`src/rtl/commit_trace_buffer_if.sv`:
```
// Commit-record capture bus plus the oldest-first drain port of the trace buffer.
interface commit_trace_buffer_if #(
  parameter int XLEN = 32
);
  logic            cap_valid;
  logic [XLEN-1:0] cap_pc;
  logic [31:0]     cap_insn;
  logic            cap_we;
  logic [4:0]      cap_rd;
  logic [XLEN-1:0] cap_wdata;

  logic            out_valid;
  logic            out_ready;
  logic [XLEN-1:0] out_pc;
  logic [31:0]     out_insn;
  logic            out_we;
  logic [4:0]      out_rd;
  logic [XLEN-1:0] out_wdata;

  modport slave (
    input  cap_valid, cap_pc, cap_insn, cap_we, cap_rd, cap_wdata, out_ready,
    output out_valid, out_pc, out_insn, out_we, out_rd, out_wdata
  );

  modport master (
    output cap_valid, cap_pc, cap_insn, cap_we, cap_rd, cap_wdata, out_ready,
    input  out_valid, out_pc, out_insn, out_we, out_rd, out_wdata
  );
endinterface

```
`src/rtl/commit_trace_buffer.sv`:
```
// Writeback commit trace buffer: stop-when-full or ring/trigger capture,
// then drains oldest-first over a valid/ready port.
module commit_trace_buffer #(
  parameter int XLEN      = 32,
  parameter int DEPTH     = 16,
  parameter int POST_TRIG = 8,
  parameter int MODE      = 0
) (
  input  logic                     clock,
  input  logic                     reset,
  input  logic                     arm,
  input  logic                     stop,
  input  logic                     trig_en,
  input  logic [XLEN-1:0]          trig_pc,
  commit_trace_buffer_if.slave     bus,
  output logic [$clog2(DEPTH):0]   count,
  output logic                     triggered,
  output logic                     overflow,
  output logic                     done
);
  localparam int AW = $clog2(DEPTH);
  localparam logic [AW:0]   FULL_CNT  = (AW+1)'(DEPTH);
  localparam logic [AW-1:0] POST_INIT = AW'(POST_TRIG);

  typedef struct packed {
    logic [XLEN-1:0] pc;
    logic [31:0]     insn;
    logic            we;
    logic [4:0]      rd;
    logic [XLEN-1:0] wdata;
  } rec_t;

  typedef enum logic [1:0] {IDLE, CAPTURE, POST, DRAIN} state_t;

  state_t        state, state_nxt;
  rec_t          mem [DEPTH];
  rec_t          rec_in, rec_out;
  logic [AW-1:0] wptr, rptr, post_cnt;
  logic          clear, wr, pop, trig_hit, ovf_set, full;

  assign full   = (count == FULL_CNT);
  assign rec_in = '{pc: bus.cap_pc, insn: bus.cap_insn, we: bus.cap_we,
                    rd: bus.cap_rd, wdata: bus.cap_wdata};

  always_comb begin
    state_nxt = state;
    clear     = 1'b0;
    wr        = 1'b0;
    pop       = 1'b0;
    trig_hit  = 1'b0;
    ovf_set   = 1'b0;
    case (state)
      IDLE: if (arm) begin
        clear     = 1'b1;
        state_nxt = CAPTURE;
      end
      CAPTURE: begin
        if (arm) clear = 1'b1;
        else begin
          wr       = bus.cap_valid;
          trig_hit = (MODE == 1) && trig_en && bus.cap_valid && (bus.cap_pc == trig_pc);
          ovf_set  = wr && full;
          if (stop)          state_nxt = DRAIN;
          else if (trig_hit) state_nxt = (POST_TRIG == 0) ? DRAIN : POST;
          else if ((MODE == 0) && wr && (count == FULL_CNT - 1'b1)) state_nxt = DRAIN;
        end
      end
      POST: begin
        wr      = bus.cap_valid;
        ovf_set = wr && full;
        if (stop || (wr && post_cnt == AW'(1))) state_nxt = DRAIN;
      end
      DRAIN: begin
        pop = bus.out_valid && bus.out_ready;
        // Stop-when-full: late commits that arrive once full are lost records.
        ovf_set = (MODE == 0) && bus.cap_valid && full;
        if (count == '0 || (pop && count == (AW+1)'(1))) state_nxt = IDLE;
      end
      default: state_nxt = IDLE;
    endcase
  end

  always_ff @(posedge clock) begin
    if (!reset) state <= IDLE;
    else        state <= state_nxt;
  end

  always_ff @(posedge clock) begin
    if (!reset) begin
      count     <= '0;
      wptr      <= '0;
      rptr      <= '0;
      post_cnt  <= '0;
      triggered <= 1'b0;
      overflow  <= 1'b0;
    end else if (clear) begin
      count     <= '0;
      wptr      <= '0;
      rptr      <= '0;
      post_cnt  <= '0;
      triggered <= 1'b0;
      overflow  <= 1'b0;
    end else begin
      if (wr) begin
        wptr <= wptr + 1'b1;
        // Ring mode: a write into a full store pushes out the oldest entry.
        if (full) rptr  <= rptr + 1'b1;
        else      count <= count + 1'b1;
      end
      if (pop) begin
        rptr  <= rptr + 1'b1;
        count <= count - 1'b1;
      end
      if (trig_hit) begin
        triggered <= 1'b1;
        post_cnt  <= POST_INIT;
      end else if (wr && state == POST) begin
        post_cnt <= post_cnt - 1'b1;
      end
      if (ovf_set) overflow <= 1'b1;
    end
  end

  always_ff @(posedge clock) begin
    if (wr) mem[wptr] <= rec_in;
  end

  assign rec_out       = mem[rptr];
  assign done          = (state == DRAIN);
  assign bus.out_valid = done && (count != '0);
  assign bus.out_pc    = rec_out.pc;
  assign bus.out_insn  = rec_out.insn;
  assign bus.out_we    = rec_out.we;
  assign bus.out_rd    = rec_out.rd;
  assign bus.out_wdata = rec_out.wdata;
endmodule

```
`src/flat_wrapper.sv`:
```
// flat-port wrapper written by rule: the top's interface ports become plain ports
module commit_trace_buffer_flat 
#(
  parameter int XLEN      = 32,
  parameter int DEPTH     = 16,
  parameter int POST_TRIG = 8,
  parameter int MODE      = 0
)
  (clock, reset, arm, stop, trig_en, trig_pc, count, triggered, overflow, done, bus_cap_valid, bus_cap_pc, bus_cap_insn, bus_cap_we, bus_cap_rd, bus_cap_wdata, bus_out_ready, bus_out_valid, bus_out_pc, bus_out_insn, bus_out_we, bus_out_rd, bus_out_wdata);
  commit_trace_buffer_if #(.XLEN(XLEN)) bus_i ();
  input  logic clock;
  input  logic reset;
  input  logic arm;
  input  logic stop;
  input  logic trig_en;
  input  logic [XLEN-1:0] trig_pc;
  output logic [$clog2(DEPTH):0] count;
  output logic triggered;
  output logic overflow;
  output logic done;
  input wire logic [$bits(bus_i.cap_valid)-1:0] bus_cap_valid;
  input wire logic [$bits(bus_i.cap_pc)-1:0] bus_cap_pc;
  input wire logic [$bits(bus_i.cap_insn)-1:0] bus_cap_insn;
  input wire logic [$bits(bus_i.cap_we)-1:0] bus_cap_we;
  input wire logic [$bits(bus_i.cap_rd)-1:0] bus_cap_rd;
  input wire logic [$bits(bus_i.cap_wdata)-1:0] bus_cap_wdata;
  input wire logic [$bits(bus_i.out_ready)-1:0] bus_out_ready;
  output wire logic [$bits(bus_i.out_valid)-1:0] bus_out_valid;
  output wire logic [$bits(bus_i.out_pc)-1:0] bus_out_pc;
  output wire logic [$bits(bus_i.out_insn)-1:0] bus_out_insn;
  output wire logic [$bits(bus_i.out_we)-1:0] bus_out_we;
  output wire logic [$bits(bus_i.out_rd)-1:0] bus_out_rd;
  output wire logic [$bits(bus_i.out_wdata)-1:0] bus_out_wdata;
  assign bus_i.cap_valid = bus_cap_valid;
  assign bus_i.cap_pc = bus_cap_pc;
  assign bus_i.cap_insn = bus_cap_insn;
  assign bus_i.cap_we = bus_cap_we;
  assign bus_i.cap_rd = bus_cap_rd;
  assign bus_i.cap_wdata = bus_cap_wdata;
  assign bus_i.out_ready = bus_out_ready;
  assign bus_out_valid = bus_i.out_valid;
  assign bus_out_pc = bus_i.out_pc;
  assign bus_out_insn = bus_i.out_insn;
  assign bus_out_we = bus_i.out_we;
  assign bus_out_rd = bus_i.out_rd;
  assign bus_out_wdata = bus_i.out_wdata;
  commit_trace_buffer #(.XLEN(XLEN), .DEPTH(DEPTH), .POST_TRIG(POST_TRIG), .MODE(MODE)) u_core (.clock(clock), .reset(reset), .arm(arm), .stop(stop), .trig_en(trig_en), .trig_pc(trig_pc), .bus(bus_i), .count(count), .triggered(triggered), .overflow(overflow), .done(done));
endmodule
```
`config.mk`:
```
export PLATFORM = sky130hd
export DESIGN_NAME = commit_trace_buffer_flat
export DESIGN_NICKNAME = d
export VERILOG_FILES = /design/src/rtl/commit_trace_buffer_if.sv /design/src/rtl/commit_trace_buffer.sv /design/src/flat_wrapper.sv
export SDC_FILE = /design/constraint.sdc
export NUM_CORES = 1
export LEC_CHECK = 0
export CAP_MARGIN = 40
export CORE_MARGIN = 3
export CORE_UTILIZATION = 40
export DETAILED_ROUTE_END_ITERATION = 10
export DONT_BUFFER_PORTS = 1
export PLACE_DENSITY = 0.54
export SLEW_MARGIN = 20
export SYNTH_ARGS = -nofsm -noshare
export SYNTH_HDL_FRONTEND = slang
export SYNTH_SLANG_ARGS = --single-unit
```
`constraint.sdc`:
```
create_clock -name clock -period 10.2 [get_ports clock]
set_input_delay 1.53 -clock clock [delete_from_list [all_inputs] [get_ports clock]]
set_output_delay 1.53 -clock clock [all_outputs]
set_load 0.05 [all_outputs]
```
* Yosys cells after proc, flatten, opt, wreduce, memory -nomap -nowiden
Memory sizes are Yosys's and may differ from the RTL's. A register that Yosys moved wholly into a read port is not among the register bits.
Cells that the tools add are included.
Widths: inputs -> output; s select.
** Storage, ports and cells
- Bits in registers :: 20
- Bits in latches :: 0
- Memory bits (writable) :: 1632
- Memory bits (read-only) :: 0
- Input bits :: 141
- Output and inout port bits :: 111
- Memories kept :: 1
** Memory list
- u_core.mem :: words 16, width 102, read ports 1, clocked after memory_dff 1, write ports 1, line commit_trace_buffer.sv:36 : rec_t mem [DEPTH];
** Operators by class
- Add/sub/neg operators :: 5
- $mul :: 0
- Div/mod/pow operators :: 0
- Magnitude comparators :: 0
- Equal/unequal tests :: 13
- Shifts and indexed selects :: 0
- Multiplexer cells :: 24
- Bitwise gates (word level) :: 1
- Reductions and logical operators :: 20
** Operators with widths (number)
- $mux 4 :: 5
- $mux 5 :: 3
- $mux 2 :: 6
- $add 4x1->4 const B :: 2
- $pmux 2 s4 :: 1
- $logic_and 1x1->1 :: 7
- $mux 1 :: 7
- $ne 2x2->1 const B :: 3
- $reduce_or 2->1 :: 3
- $add 5x1->5 const B :: 1
- $eq 5x1->1 const B :: 1
- $eq 5x4->1 const B :: 1
- $eq 5x5->1 const B :: 1
- $logic_not 5->1 :: 1
- $reduce_and 5->1 :: 1
- $reduce_bool 5->1 :: 1
- $sub 5x1->5 const B :: 1
- $eq 2x2->1 const B :: 2
- $eq 4x1->1 const B :: 1
- $ne 2x1->1 const B :: 2
- $pmux 1 s2 :: 2
- $reduce_and 2->1 :: 2
- $reduce_bool 2->1 :: 2
- $sub 4x1->4 const B :: 1
- 5 further kinds :: 6

* Depth between registers and ports, before layout
- Depth after elaboration :: 8
- Gate-level depth with buffers :: 7

* Least setup slack after synthesis
OpenSTA, ideal clock, no wires.
- Kind :: input-to-reg
- Start point :: input port arm
- End point :: memory u_core.mem[0][0] in the netlist's numbering (enable)
- Arrival :: 9.166 ns
- Required time :: 9.512 ns
- Slack :: 0.347 ns
- Stages :: 4
- Path buffers :: 0
- Cells stage by stage :: nand2b_1 > a21oi_1 > nand2_1 > nor3_1
** Between the ends
- Cells in the longest elaborated chain, start to end :: 4
** Ends and longest elaborated chain
- from (decl) :: line flat_wrapper.sv:13 : input logic arm;
- $mux 1 :: line commit_trace_buffer.sv:58 : if (arm) clear = 1'b1;
- $pmux 1 s2 :: line commit_trace_buffer.sv:52 : case (state)
- $mux 1 :: line commit_trace_buffer.sv:125 : if (wr) mem[wptr] <= rec_in;
- $mux 1 (not written as such) :: line commit_trace_buffer.sv:125
- to (decl) :: line commit_trace_buffer.sv:36
No other way between the ends.

==> summary.md <==
| Metric | Value |
|---|---|
| Worst skew pair latency | about 0.82 ns |
| Power after layout | roughly 14,000 µW |
| Hold Buf Count CTS | 0 |
| Largest net degree at the start of global routing | 156 |
| Critical Path AT | between 4 and 5 ns |
| Run status | finished clean |
| Required @ worst endpoint | 8.67 ns |
| Crit-path slowest cell | mux4_2 |
| Diode count | 0 |
| Clk buf depth | 3 |
| Peak supply drop | about 0.17 mV |
| DRT Pass-1 Iters | 5 |
| Die Y | between 400 and 500 µm |
| Synth area leaders | edfxtp_1, mux4_2, dfxtp_1 |
| PwrDens | just under 200 nW/µm² |
| Vias in the first global route | between 20,000 and 30,000 |
| Port bufs | 0 |
| Unrepaired setup endpoints after global routing | no |
| Vias | approximately 27,000 |
| Fin crit share | 0.572 |
| Hold Crit Class | flip-flop to flip-flop |
| Global placer's final weighted congestion | slightly above 0.7 |
| Dpl cell area | around 66,000 µm² |
| Global-route congestion overflow total | 0 |
| CTS clk-pin slew, worst paths | about 0.06 ns |
| Pins over their slew limit | 0 |
| Sequential cell area fraction in the yosys report | 0.791 |
| Number of synthesized flops with an enable pin | approximately 1,600 |
| MaxCap Viol Count | 0 |
| CTS tree | yes |
| Worst-Margin Slew | roughly 1 ns |
| Final Hold Fails | 0 |
| Routed WL | approximately 140 mm |
| Register bit total from synthesis | roughly 1,700 |
| Layout overhead on the synthesized area | 13.6% |
| Cell variety after synth | 41 |
| Synthesis Warnings | 0 |
| Synthesized area per cell | 25.6 µm² |
| All-layer global routing usage | 0.181 |
| Nature of the critical path startpoint | flip-flop |
| Post-CTS sizing | 0 |
| Delay of the slowest cell on the worst path | about 0.71 ns |
| CP Capture Type | primary output |
| Residual DRC | 0 |
| Clk sink count | 1,656 |
| Initial antenna violation count | 3 |
| Initial drt markers | roughly 2,300 |
| Area of the die | ~160,000 µm² |
| DIE WIDTH | between 400 and 500 µm |
| Top FF cell, synth | edfxtp_1 |
| I/O pin total | ~250 |
| Num rows | 144 |
| Dominant cell type by area after synthesis | edfxtp_1 |
| Mapped cell area | ~63,000 µm² |
| Core area | ~150,000 µm² |
| Vias/cell | 5.62 |
| CTS Buf Count | 174 |
| Worst slew margin | 0.334 |
| FMAX | around 0.17 GHz |
| Initial core utilization | 0.404 |
| Finish-stage setup viols | 0 |
| Root cell of the clock tree | clkbuf_16 |
| Routed Antenna Nets | 0 |
| CTS H-tree lvls | 4 |
| Leak Pwr | ~0.021 µW |
| Syn_nets | between 2,000 and 3,000 |
| Layout cells sized above 1 | 0.304 |
| Fin Setup TNS | 0 ns |
| Cells after synthesis | between 2,000 and 2,500 |
| CP Class | flip-flop to primary output |
| Worst-path cell chain | buf_16 -> buf_12 -> buf_12 -> mux4_2 -> mux4_2 |
| WL/cell | between 30 and 40 µm |
| Finished Cell Area | roughly 70,000 µm² |
| Postcts setup bufs | 0 |
| Detailed placement HPWL | slightly above 70 mm |
| Final setup skew | 0.0460 ns |
| Global-route wire length before repair | 209 mm |
| Min cycle time layout | 5.83 ns |
| Nets | 2,721 |
| Ys async rst share | 0 |
| Crit path max fanout | 97 |
| Top-area cell type share of the netlist area | 0.783 |
[power breakdown]
| part | internal (µW) | switching [µW] |
|---|---|---|
| clock | 3430 | 2590 |
| combinational | 112 | 308 |
| sequential | 7540 | 17.6 |
[cells in the mapped netlist, drive strengths merged, types with 3 or more instances]
library cell  instances
a31oi                 4
nor2                 23
ha                   16
a21oi                 6
edfxtp             1632
dfxtp                24
a211oi                4
and2                  3
nand3                 6
o21ai                 6
o211ai                3
nand2                19
xnor2                 4
mux2i                 5
mux4                510
or3                   3
inv                  12
buf                  60
nand2b                6
clkbuf               60
xor2                  3
nor3                 11
and3                  4
[cells in the final DEF (no fill, tap or decap), types with 4 or more instances in the layout]
master and count:
edfxtp_1 1632, mux4_2 510, clkbuf_16 175, clkbuf_1 44
clkinv_1 42, buf_4 41, dfxtp_1 20, nand2_1 19
ha_1 16, clkinv_2 16, buf_12 16, inv_1 12
nor2_4 12, buf_16 12, nor2_1 11, bufinv_16 10
clkinv_16 9, nor3_1 7, nand2b_1 6, a21oi_1 6
nand3_1 6, mux2i_1 5, and3_1 4, nor3_2 4
a211oi_1 4, o21ai_1 4, a31oi_1 4, xnor2_1 4
dfxtp_4 4, clkinvlp_4 4
[worst max-delay path: cells and delay by family, from the launching register on]
family | cells | cell delay (ns)
DFF | 1 | 0.54
buffers and inverters | 3 | 1.51
muxes | 2 | 1.30
[per-layer routing]
layer  global-route usage  part of all wire  vias up
li1                     -                 -    10918
met2                0.305              0.51      728
met1                0.233              0.40    14809
met3               0.0498             0.067      189
met4               0.0453             0.019        0
met5                    0                 0        -
[flip-flops by register name, indices dropped and copies added, names as in the netlist, named ones only]
| signal | cells |
|---|---|
| u_core.mem | 1632 |
| u_core.count | 5 |
| u_core.post_cnt | 4 |
| u_core.rptr | 4 |
| u_core.wptr | 4 |
| u_core.state | 2 |
| u_core.overflow | 1 |
[through the flow]
stage | setup WS (ns) | util | hold slack (ns) | std cells
final | 4.37 | 0.459 | 0.504 | 4738
after global routing | 4.04 | 0.459 | 0.529 | 4738
after CTS | 4.16 | 0.459 | 0.506 | 4735
after detailed placement | 5.09 | 0.423 | 0.495 | 4429
after global placement | 4.93 | 0.421 | 0.473 | 4414
after floorplan | 0.347 | - | 0.442 | 2439
[cell type report]
type | instances | area (µm²)
clock buffer | 219 | 4540
multi-input combinational | 651 | 12500
tap | 2044 | 2560
sequential | 1656 | 49500
timing repair buffer | 69 | 958
inverter | 12 | 45.0
fill | 12463 | 83700
clock inverter | 87 | 932
[cells by family (layout without fill, tap and decap cells)]
logic type	Yosys count	after routing	share of synthesized area
other	1	1	0.0000599
AOI/OAI and AO/OA	28	28	0.00298
xor gates and xnor gates	7	7	0.000980
and+or+nand+nor	84	84	0.00684
muxes	515	515	0.184
adders and majority gates	16	16	0.00320
DFF	1656	1656	0.791
buffers and inverters	132	387	0.0104
[final timing paths]
kind	start	endpoint	slack [ns]	cells past startpoint
max reg2reg	u_core.state[0]	u_core.mem[0][86]	6.21	8
min reg2reg	u_core.rptr[3]	flip-flop	0.50	2
max	flip-flop	bus_out_pc[4]	4.37	5
min	u_core.rptr[3]	flip-flop	0.50	2
Note: power is estimated with default switching activity, not from simulation.
